`src/rtl/pong_engine.sv`:
```
`default_nettype none
// ============================================================================
// Module      : pong_engine
// Description : Pong game logic and pixel renderer. Advances paddles and ball
//               once per frame on the animate strobe through an
//               IDLE/SERVE/PLAY/POINT/OVER state machine, and produces
//               registered 12-bit RGB per pixel strobe plus both scores.
// Revision    : 1.0 - initial release
// ============================================================================
module pong_engine #(
  parameter int H_RES        = 1024,
  parameter int V_RES        = 768,
  parameter int BALL_SIZE    = 16,
  parameter int PAD_W        = 16,
  parameter int PAD_H        = 128,
  parameter int PAD_X_L      = 32,
  parameter int PAD_X_R      = 976,
  parameter int BALL_SPEED   = 4,
  parameter int PAD_SPEED    = 8,
  parameter int WIN_SCORE    = 9,
  parameter int SERVE_FRAMES = 60
) (
  input  logic        i_clk,
  input  logic        i_rst,
  input  logic        i_pix_stb,
  input  logic        i_animate,
  input  logic        i_active,
  input  logic [10:0] i_x,
  input  logic [10:0] i_y,
  input  logic        i_btn_up_l,
  input  logic        i_btn_dn_l,
  input  logic        i_btn_up_r,
  input  logic        i_btn_dn_r,
  input  logic        i_serve,
  output logic [3:0]  o_red,
  output logic [3:0]  o_green,
  output logic [3:0]  o_blue,
  output logic [3:0]  o_score_l,
  output logic [3:0]  o_score_r,
  output logic        o_game_over
);

  localparam logic [10:0] c_H_RES      = 11'(H_RES);
  localparam logic [10:0] c_V_RES      = 11'(V_RES);
  localparam logic [10:0] c_BALL_SIZE  = 11'(BALL_SIZE);
  localparam logic [10:0] c_PAD_H      = 11'(PAD_H);
  localparam logic [10:0] c_PAD_X_R    = 11'(PAD_X_R);
  localparam logic [10:0] c_FACE_L     = 11'(PAD_X_L + PAD_W);
  localparam logic [10:0] c_PAD_X_L    = 11'(PAD_X_L);
  localparam logic [10:0] c_PAD_W      = 11'(PAD_W);
  localparam logic [10:0] c_BALL_SPEED = 11'(BALL_SPEED);
  localparam logic [10:0] c_PAD_SPEED  = 11'(PAD_SPEED);
  localparam logic [10:0] c_PAD_Y_MAX  = 11'(V_RES - PAD_H);
  localparam logic [10:0] c_BALL_X0    = 11'((H_RES - BALL_SIZE) / 2);
  localparam logic [10:0] c_BALL_Y0    = 11'((V_RES - BALL_SIZE) / 2);
  localparam logic [10:0] c_PAD_Y0     = 11'((V_RES - PAD_H) / 2);
  localparam logic [10:0] c_NET_X0     = 11'(H_RES / 2 - 2);
  localparam logic [10:0] c_NET_X1     = 11'(H_RES / 2 + 1);
  localparam logic [3:0]  c_WIN        = 4'(WIN_SCORE);
  localparam int          c_CNT_W      = $clog2(SERVE_FRAMES);
  localparam logic [c_CNT_W-1:0] c_SERVE_LAST = c_CNT_W'(SERVE_FRAMES - 1);

  typedef enum logic [2:0] {
    S_IDLE  = 3'd0,
    S_SERVE = 3'd1,
    S_PLAY  = 3'd2,
    S_POINT = 3'd3,
    S_OVER  = 3'd4
  } state_t;

  state_t             r_state;
  logic [10:0]        r_bx, r_by, r_pyl, r_pyr;
  logic               r_dx;          // 1 = moving right
  logic               r_dy;          // 1 = moving down
  logic               r_pt_right;    // last point went to the right player
  logic [3:0]         r_score_l, r_score_r;
  logic [c_CNT_W-1:0] r_cnt;
  logic               r_game_over;
  logic [11:0]        r_rgb;

  logic        w_tick, w_start;
  logic [10:0] w_pyl_nxt, w_pyr_nxt, w_bx_nxt, w_by_nxt;
  logic        w_dx_nxt, w_dy_nxt, w_miss_l, w_miss_r, w_ovl_l, w_ovl_r;
  logic [3:0]  w_score_inc;
  logic        w_in_ball, w_in_pad_l, w_in_pad_r, w_in_net;

  // Clamped paddle step; both buttons or neither holds position
  function automatic logic [10:0] f_pad_step(input logic [10:0] y, input logic up, input logic dn);
    logic [10:0] v;
    v = y;
    if (up && !dn)
      v = (y < c_PAD_SPEED) ? 11'd0 : y - c_PAD_SPEED;
    else if (dn && !up)
      v = (y + c_PAD_SPEED > c_PAD_Y_MAX) ? c_PAD_Y_MAX : y + c_PAD_SPEED;
    return v;
  endfunction

  assign w_tick      = i_animate & i_pix_stb;
  assign w_start     = i_serve & i_pix_stb;
  assign w_pyl_nxt   = f_pad_step(r_pyl, i_btn_up_l, i_btn_dn_l);
  assign w_pyr_nxt   = f_pad_step(r_pyr, i_btn_up_r, i_btn_dn_r);
  assign w_ovl_l     = (r_by + c_BALL_SIZE > r_pyl) && (r_by < r_pyl + c_PAD_H);
  assign w_ovl_r     = (r_by + c_BALL_SIZE > r_pyr) && (r_by < r_pyr + c_PAD_H);
  assign w_score_inc = (r_pt_right ? r_score_r : r_score_l) + 4'd1;

  // Next ball position for a PLAY tick; axes are resolved independently
  always_comb begin
    w_bx_nxt = r_bx;
    w_by_nxt = r_by;
    w_dx_nxt = r_dx;
    w_dy_nxt = r_dy;
    w_miss_l = 1'b0;
    w_miss_r = 1'b0;
    if (!r_dy) begin
      if (r_by < c_BALL_SPEED) begin
        w_by_nxt = 11'd0;
        w_dy_nxt = 1'b1;
      end else begin
        w_by_nxt = r_by - c_BALL_SPEED;
      end
    end else begin
      if (r_by + c_BALL_SIZE + c_BALL_SPEED > c_V_RES) begin
        w_by_nxt = c_V_RES - c_BALL_SIZE;
        w_dy_nxt = 1'b0;
      end else begin
        w_by_nxt = r_by + c_BALL_SPEED;
      end
    end
    if (!r_dx) begin
      if (r_bx < c_BALL_SPEED) begin
        w_miss_l = 1'b1;
      end else if (r_bx >= c_FACE_L && r_bx - c_BALL_SPEED < c_FACE_L && w_ovl_l) begin
        w_bx_nxt = c_FACE_L;
        w_dx_nxt = 1'b1;
      end else begin
        w_bx_nxt = r_bx - c_BALL_SPEED;
      end
    end else begin
      if (r_bx + c_BALL_SIZE + c_BALL_SPEED > c_H_RES) begin
        w_miss_r = 1'b1;
      end else if (r_bx + c_BALL_SIZE <= c_PAD_X_R &&
                   r_bx + c_BALL_SIZE + c_BALL_SPEED > c_PAD_X_R && w_ovl_r) begin
        w_bx_nxt = c_PAD_X_R - c_BALL_SIZE;
        w_dx_nxt = 1'b0;
      end else begin
        w_bx_nxt = r_bx + c_BALL_SPEED;
      end
    end
  end

  // Game state machine: per-frame motion, serve countdown and scoring
  always_ff @(posedge i_clk or posedge i_rst) begin
    if (i_rst) begin
      r_state     <= S_IDLE;
      r_bx        <= c_BALL_X0;
      r_by        <= c_BALL_Y0;
      r_pyl       <= c_PAD_Y0;
      r_pyr       <= c_PAD_Y0;
      r_dx        <= 1'b1;
      r_dy        <= 1'b1;
      r_pt_right  <= 1'b0;
      r_score_l   <= 4'd0;
      r_score_r   <= 4'd0;
      r_cnt       <= '0;
      r_game_over <= 1'b0;
    end else begin
      case (r_state)
        S_IDLE: begin
          if (w_start) r_state <= S_SERVE;
        end
        S_SERVE: begin
          if (w_tick) begin
            r_pyl <= w_pyl_nxt;
            r_pyr <= w_pyr_nxt;
            if (r_cnt == c_SERVE_LAST) begin
              r_cnt   <= '0;
              r_state <= S_PLAY;
            end else begin
              r_cnt <= r_cnt + 1'b1;
            end
          end
        end
        S_PLAY: begin
          if (w_tick) begin
            r_pyl <= w_pyl_nxt;
            r_pyr <= w_pyr_nxt;
            r_bx  <= w_bx_nxt;
            r_by  <= w_by_nxt;
            r_dx  <= w_dx_nxt;
            r_dy  <= w_dy_nxt;
            if (w_miss_l || w_miss_r) begin
              r_pt_right <= w_miss_l;
              r_state    <= S_POINT;
            end
          end
        end
        S_POINT: begin
          if (w_tick) begin
            if (r_pt_right) r_score_r <= w_score_inc;
            else            r_score_l <= w_score_inc;
            if (w_score_inc == c_WIN) begin
              r_state     <= S_OVER;
              r_game_over <= 1'b1;
            end else begin
              // Next serve heads toward the player who lost the point
              r_bx    <= c_BALL_X0;
              r_by    <= c_BALL_Y0;
              r_dx    <= ~r_pt_right;
              r_state <= S_SERVE;
            end
          end
        end
        S_OVER: begin
          if (w_start) begin
            r_score_l   <= 4'd0;
            r_score_r   <= 4'd0;
            r_bx        <= c_BALL_X0;
            r_by        <= c_BALL_Y0;
            r_cnt       <= '0;
            r_game_over <= 1'b0;
            r_state     <= S_SERVE;
          end
        end
        default: r_state <= S_IDLE;
      endcase
    end
  end

  assign w_in_ball  = (i_x >= r_bx) && (i_x < r_bx + c_BALL_SIZE) &&
                      (i_y >= r_by) && (i_y < r_by + c_BALL_SIZE);
  assign w_in_pad_l = (i_x >= c_PAD_X_L) && (i_x < c_PAD_X_L + c_PAD_W) &&
                      (i_y >= r_pyl) && (i_y < r_pyl + c_PAD_H);
  assign w_in_pad_r = (i_x >= c_PAD_X_R) && (i_x < c_PAD_X_R + c_PAD_W) &&
                      (i_y >= r_pyr) && (i_y < r_pyr + c_PAD_H);
  assign w_in_net   = (i_x >= c_NET_X0) && (i_x <= c_NET_X1) && !i_y[4];

  // Pixel colour, registered once per pixel strobe with fixed priority
  always_ff @(posedge i_clk or posedge i_rst) begin
    if (i_rst) begin
      r_rgb <= 12'h000;
    end else if (i_pix_stb) begin
      if (!i_active)       r_rgb <= 12'h000;
      else if (w_in_ball)  r_rgb <= 12'hFFF;
      else if (w_in_pad_l) r_rgb <= 12'h0FF;
      else if (w_in_pad_r) r_rgb <= 12'hFF0;
      else if (w_in_net)   r_rgb <= 12'h888;
      else                 r_rgb <= 12'h000;
    end
  end

  assign o_red       = r_rgb[11:8];
  assign o_green     = r_rgb[7:4];
  assign o_blue      = r_rgb[3:0];
  assign o_score_l   = r_score_l;
  assign o_score_r   = r_score_r;
  assign o_game_over = r_game_over;

endmodule
`default_nettype wire

```
`config.mk`:
```
export PLATFORM = sky130hd
export DESIGN_NAME = pong_engine
export DESIGN_NICKNAME = d
export VERILOG_FILES = /design/src/rtl/pong_engine.sv
export SDC_FILE = /design/constraint.sdc
export NUM_CORES = 1
export LEC_CHECK = 0
export ABC_CLOCK_PERIOD_IN_PS = 2800
export CAP_MARGIN = 20
export CELL_PAD_IN_SITES_DETAIL_PLACEMENT = 1
export CELL_PAD_IN_SITES_GLOBAL_PLACEMENT = 1
export CORE_ASPECT_RATIO = 2
export CORE_MARGIN = 2
export CORE_UTILIZATION = 30
export DETAILED_ROUTE_END_ITERATION = 10
export PLACE_DENSITY_LB_ADDON = 0.1
export SYNTH_ARGS = -nofsm -noshare
export SYNTH_HDL_FRONTEND = slang
export SYNTH_SLANG_ARGS = --single-unit
```
`constraint.sdc`:
```
create_clock -name i_clk -period 2.8 [get_ports i_clk]
set_input_delay 0.56 -clock i_clk [delete_from_list [all_inputs] [get_ports i_clk]]
set_output_delay 0.56 -clock i_clk [all_outputs]
set_load 0.05 [all_outputs]
```
Yosys cells after proc, flatten, opt, wreduce, memory -nomap -nowiden
Index checks and enable logic that the tools add are counted. Widths: inputs -> output; s select.

Bits of input ports: 32. Bits in registers: 77. Word-level logic and storage cells: 200. Output and inout bits: 21.

$add $sub $neg: 16. Reductions and logical operators: 48. $lt $le $gt $ge: 30. Multiplexer cells: 71. Equality and inequality tests: 19. Bitwise gates (word level): 3.

Operators by type and width (number): $mux 11 (24); $lt 11x11->1 (6); $pmux 11 s3 (2); $mux 12 (5); $add 11x3->11 const B (4); $ge 11x11->1 (4); $gt 11x10->1 const B (4); $mux 4 (6); $add 11x4->11 const B (2); $add 11x5->11 const B (2); $add 11x8->11 const B (2); $ge 11x6->1 const B (2); $gt 11x11->1 (2); $le 11x10->1 const B (2); $lt 11x3->1 const B (2); $lt 11x4->1 const B (2); $lt 11x6->1 const B (2); $sub 11x3->11 const B (2); $sub 11x4->11 const B (2); $logic_and 1x1->1 (21); $mux 3 (7); $ne 2x2->1 const B (10); $mux 1 (18); $mux 6 (3); other kinds (31) (51).

Depth between registers and ports, before layout
Depth in word-level cells: 10. Depth in mapped cells: 14. Depth with buffers taken out: 13.

Worst setup path after synthesis
OpenSTA, ideal clock, no wires.

Kind: reg-to-reg. Start: reg r_by[5]. End: reg r_bx[10]. Path buffers: 1. Period minus slack after synthesis: 3.076 ns. Required time: 2.679 ns. Setup time: 0.121 ns. Cell stages (with the launch flop): 13. Setup slack: -0.276 ns. Data arrival time: 2.954 ns. Cells stage by stage: dfstp_2 ha_1 buf_2 xor2_1 ha_1 and3_1 nand3_1 o221ai_1 nor4_1 nand2_1 o31ai_2 nor2_1 o22a_1.

Cells in the longest elaborated chain, start to end: 9. Elaborated cells on any way between the ends: 16. Classes of those cells: add/sub (1); order compare (4); mux (7); reduce/logical (4).

Ends and longest elaborated chain: start: declaration (line 72) `logic [10:0] r_bx, r_by, r_pyl, r_pyr;`; start signal: assignment (line 156) `r_by <= c_BALL_Y0;`; start signal: assignment (line 188) `r_by <= w_by_nxt;`; start signal: assignment (line 207) `r_by <= c_BALL_Y0;`; $add 11x5->11 (line 102, 103); $gt 11x11->1, on equally long branches (line 102, 103); $logic_and 1x1->1, on equally long branches (line 102, 103); $logic_and 1x1->1, on equally long branches (line 132, 142); $mux 11, on equally long branches (line 132, 141); $mux 11, on equally long branches (line 130, 139); $mux 11 (*) (line 129) `if (!r_dx) begin`; $mux 11 (*) (line 184) `if (w_tick) begin`; $pmux 11 s3 (*) (line 167) `case (r_state)`; end signal: assignment (line 155) `r_bx <= c_BALL_X0;`; end signal: assignment (line 187) `r_bx <= w_bx_nxt;`; end signal: assignment (line 206) `r_bx <= c_BALL_X0;`; end: declaration (line 72).

Mark *: on every way between the ends. The rest lies on a longest branch, timed or not. The select of a mux whose other input is x is not followed. A chain may end at the register's enable or synchronous reset.

Worst setup path after layout
Start: reg r_bx[5]. End: reg r_bx[5].

Cells in the longest elaborated chain, start to end: 10. Elaborated cells on any way between the ends: 24. Classes of those cells: add/sub (4); order compare (6); eq/ne (2); mux (7); reduce/logical (5).

Ends and longest elaborated chain: $add 11x5->11 (line 139, 141, 142); $add 11x3->11 (line 139, 142); $gt 11x10->1 (line 142) `r_bx + c_BALL_SIZE + c_BALL_SPEED > c_PAD_X_R && w_ovl_r) begin`; $logic_and 1x1->1 (line 141) `end else if (r_bx + c_BALL_SIZE <= c_PAD_X_R &&`; $logic_and 1x1->1 (line 142); $mux 11 (line 141); $mux 11 (line 139) `if (r_bx + c_BALL_SIZE + c_BALL_SPEED > c_H_RES) begin`; $mux 11 (line 129); $mux 11 (line 184); $pmux 11 s3 (line 167).

Several ways; a longest one is shown, not always the timed one. The select of a mux whose other input is x is not followed.

==> out/metrics.yaml <==
outcome:
  status: "complete, but fails checks"
  violations: "setup timing"
logic_synthesis:
  syn_area_per_cell_um2: 7.96
  muxShareOfSynthArea: 0.0237
  syn_area_um2: 7290
  yosysSeqAreaShare: 0.212
  synth_edf_count: 0
  yosys_most_used_dff: "dfrtp_1"
  syn-num-nets: 1060
  synthAdderAreaFrac: 0.192
  synthArstFlopShare: 1.00
  ys_types: 79
  synth_compound_area_frac: 0.246
  synth_top_family_by_area: "compound AO/OA/AOI/OAI gates"
  synthCells: 916
  yosys_warnings: 0
  synth-xor-area-share: 0.0503
  ys_ff_latch: 61
  synth_simple_gate_area_frac: 0.210
timing:
  hold_violations: 0
  relSlewSlack: 0.575
  worst_clock_skew_ps: 6.18
  worstMarginPinSlew_ps: 632
  slew_viol_final: 0
  setup_violations: 17
  finalCritPeriodShare: 1.08
  fmax_mhz: 331
  grt_setup_unrepaired: "true"
  min_period_ps: 3020
  setup_slack_ps: -224
drt:
  drc: 0
  route.met3.wl_um: 522
  avgRoutedWirePerCell_um: 21.4
  dr.max_layer_used: "met4"
  met2_length_um: 18000
  drt-initial-drc-count: 238
  vias: 7941
  wl_um: 30700
  vias_per_cell: 5.52
  ant_nets: 0
  dr.pass1.iters: 4
  wl_met1_um: 10900
final_layout:
  fill_cells: 2826
  antennaDiodeCount: 0
  regArea_um2: 1550
  final_common_cell: "buf_4"
  fin_util: 0.443
  layout_common_cells: "buf_4 (195), ha_1 (97), nand2_1 (70)"
  areaGrowthSynthToFinish_pct: 45.1
  multi_input_area_um2: 5870
  nets: 1291
  drive_above_1_share: 0.321
worst_setup_path:
  start_kind: "register"
  critical_path.max_stage_delay_ps: 630
  setup.worst_path.end: "r_bx[5]"
  arrival_ps: 3330
  crit_slowest_cell: "dfstp_2"
  reg2reg_to: "r_bx[5]"
  r2r-start: "r_bx[5]"
  rrSetupSlack_ps: -220
  path_cells: "ha_4 > xnor2_2 > or3_1 > a221oi_2 > o211ai_2 > buf_6 > a31oi_4 > o21ai_4 > buf_12 > buf_4 > nor4b_1 > a211o_1"
  ff2ff_path_depth: 12
  worstSetupPathType: "reg2reg"
  end_kind: "register"
  path_max_fanout: 4
  cp-startpoint: "r_bx[5]"
  cp.required_ps: 3100
cts:
  clockBufferDepth: 2
  numCtsBuffers: 9
  hold_buffers: 0
  clockRootBuffer: "clkbuf_16"
  insertion_delay_ps: 360
  cts_tree: "done"
  h-tree-depth: 3
  clock_sinks: 61
  cts.clk_slew.worst_paths_ps: 60
job:
  max_cap_violations: 0
floorplan:
  fp.dieH_um: 225
  fp.coreArea_um2: 23900
  row_count: 80
  ios: 53
  die_x_um: 114
  die-area_um2: 25700
  initial_core_util: 0.305
placed_design:
  io_buffers: 49
  dp_hpwl_um: 24500
  dp_slack_ps: -352
  place_congestion: 0.867
grt:
  grt_pass1_wl_um: 47500
  grt_max_degree: 41
  track_usage: 0.243
  grt_pass1_vias: 8501
  globalRouteOverflowTotal: 0
  antenna_found_initial: 0
worst_hold_path:
  hold_path.class: "reg2reg"
pwr:
  power_frac_seq: 0.168
  pwr-share-clk: 0.136
  powerDensity_nw_per_um2: 854
  internal_power_mw: 4.81
  leakagePower_nw: 4.64
  irDropWorstVdd_mv: 0.493
  power_switching_mw: 4.23
  p_sw_frac: 0.468
  pwr-share-comb: 0.696
==> metal layers <==
| layer | GRT usage | vias up |
|---|---|---|
| met5 | 0 | - |
| met4 | 0.0999 | 0 |
| met3 | 0.0245 | 63 |
| met2 | 0.495 | 114 |
| met1 | 0.241 | 3932 |
| li1 | - | 3832 |
==> power by group through the flow <==
stage	registers, mW	logic, mW	clock network (mW)
after CTS	1.50	6.00	1.27
after global routing	1.57	6.96	1.30
after global placement	1.50	5.59	0
after floorplan	1.62	3.07	0
final	1.52	6.29	1.23
after detailed placement	1.51	5.67	0
==> layout make-up <==
cell class,instances,share of cell area
multi-input cells,739,0.555
repair buffers,265,0.210
flip-flops and latches,61,0.146
well taps,287,0.0339
inverters,71,0.0256
clock buffers,9,0.0213
clock inverters,7,0.00768
==> cells in the mapped netlist, drive strengths merged, types with 4 or more instances <==
cell / instances / area, µm²
nor2: 59 / 221
ha: 112 / 1400
or4: 4 / 30.0
a2111oi: 5 / 50.0
a221oi: 5 / 50.0
o21bai: 6 / 45.0
and3: 8 / 50.1
or2: 4 / 25.0
nor2b: 10 / 62.6
buf: 19 / 118
nor3: 26 / 135
nand2: 75 / 282
a211oi: 11 / 82.6
o22a: 4 / 35.0
a21o: 13 / 97.6
a31oi: 12 / 90.1
dfstp: 17 / 447
o21a: 11 / 82.6
nand2b: 14 / 87.6
nand3: 32 / 165
o2111ai: 4 / 35.0
a211o: 7 / 61.3
nand4: 12 / 75.1
o31ai: 7 / 57.6
and4: 5 / 43.8
xor2: 5 / 43.8
nor4: 18 / 113
clkbuf: 26 / 97.6
xnor2: 36 / 323
mux2i: 6 / 60.1
and2: 8 / 50.1
or3: 9 / 56.3
o211ai: 8 / 65.1
dfrtp: 44 / 1100
inv: 71 / 267
o22ai: 10 / 62.6
a21oi: 63 / 315
mux2: 10 / 113
o21ai: 70 / 362
==> critical path, delay by kind of cell, from the launching register on <==
| kind | cells | cell delay, ps |
|---|---|---|
| DFF | 1 | 630 |
| AOI/OAI and AO/OA | 5 | 880 |
| buffers and inverters | 3 | 430 |
| xor gates and xnor gates | 1 | 100 |
| adders and majority gates | 1 | 210 |
| and+or+nand+nor | 2 | 710 |
==> repair_timing <==
action                                  4_1_cts  5_1_grt
gates resized for setup                      50       79
buffers inserted                             16       17
pin swaps                                    41       27
hold endpoints to repair                      0        0
endpoints found under the setup margin       30       30
==> per-stage QoR <==
stage	total power [mW]	cell area (µm²)	TNS (ps)	hold WS [ps]	std cells
final	9.04	10600	-1830	488	1439
after global routing	9.82	10600	-4700	510	1439
after floorplan	4.69	7450	-40.0	445	916
after detailed placement	7.18	9500	-5480	483	1394
after CTS	8.77	10200	-1820	493	1424
after global placement	7.09	9500	-4670	468	1394
==> state kept, by name, summed over array words and instances, names as in the netlist <==
register / count
r_bx: 9
r_by: 9
r_pyl: 8
r_pyr: 8
r_cnt: 6
r_rgb: 6
o_score_l: 4
o_score_r: 4
r_state: 3
o_game_over: 1
r_dx: 1
r_dy: 1
r_pt_right: 1
==> worst min path at each step <==
stage,startpoint,endpoint,slack [ps],cells after the start
after floorplan,r_cnt[4],r_cnt[4],440,1
after global placement,r_cnt[4],r_cnt[4],470,1
after detailed placement,r_cnt[4],r_cnt[4],480,1
after CTS,r_cnt[4],r_cnt[4],490,1
after global routing,r_cnt[4],r_cnt[4],510,1
final,r_cnt[4],r_cnt[4],490,1
==> cell families (layout without fill, tap and decap cells) <==
logic type	count (synthesis)	after routing
mux	16	16
flops	61	61
fa+ha+maj	112	112
buf+inv	116	352
compound gates	270	270
simple gates	300	300
xor+xnor	41	41
No activity file was read; power rests on OpenSTA's default activity.
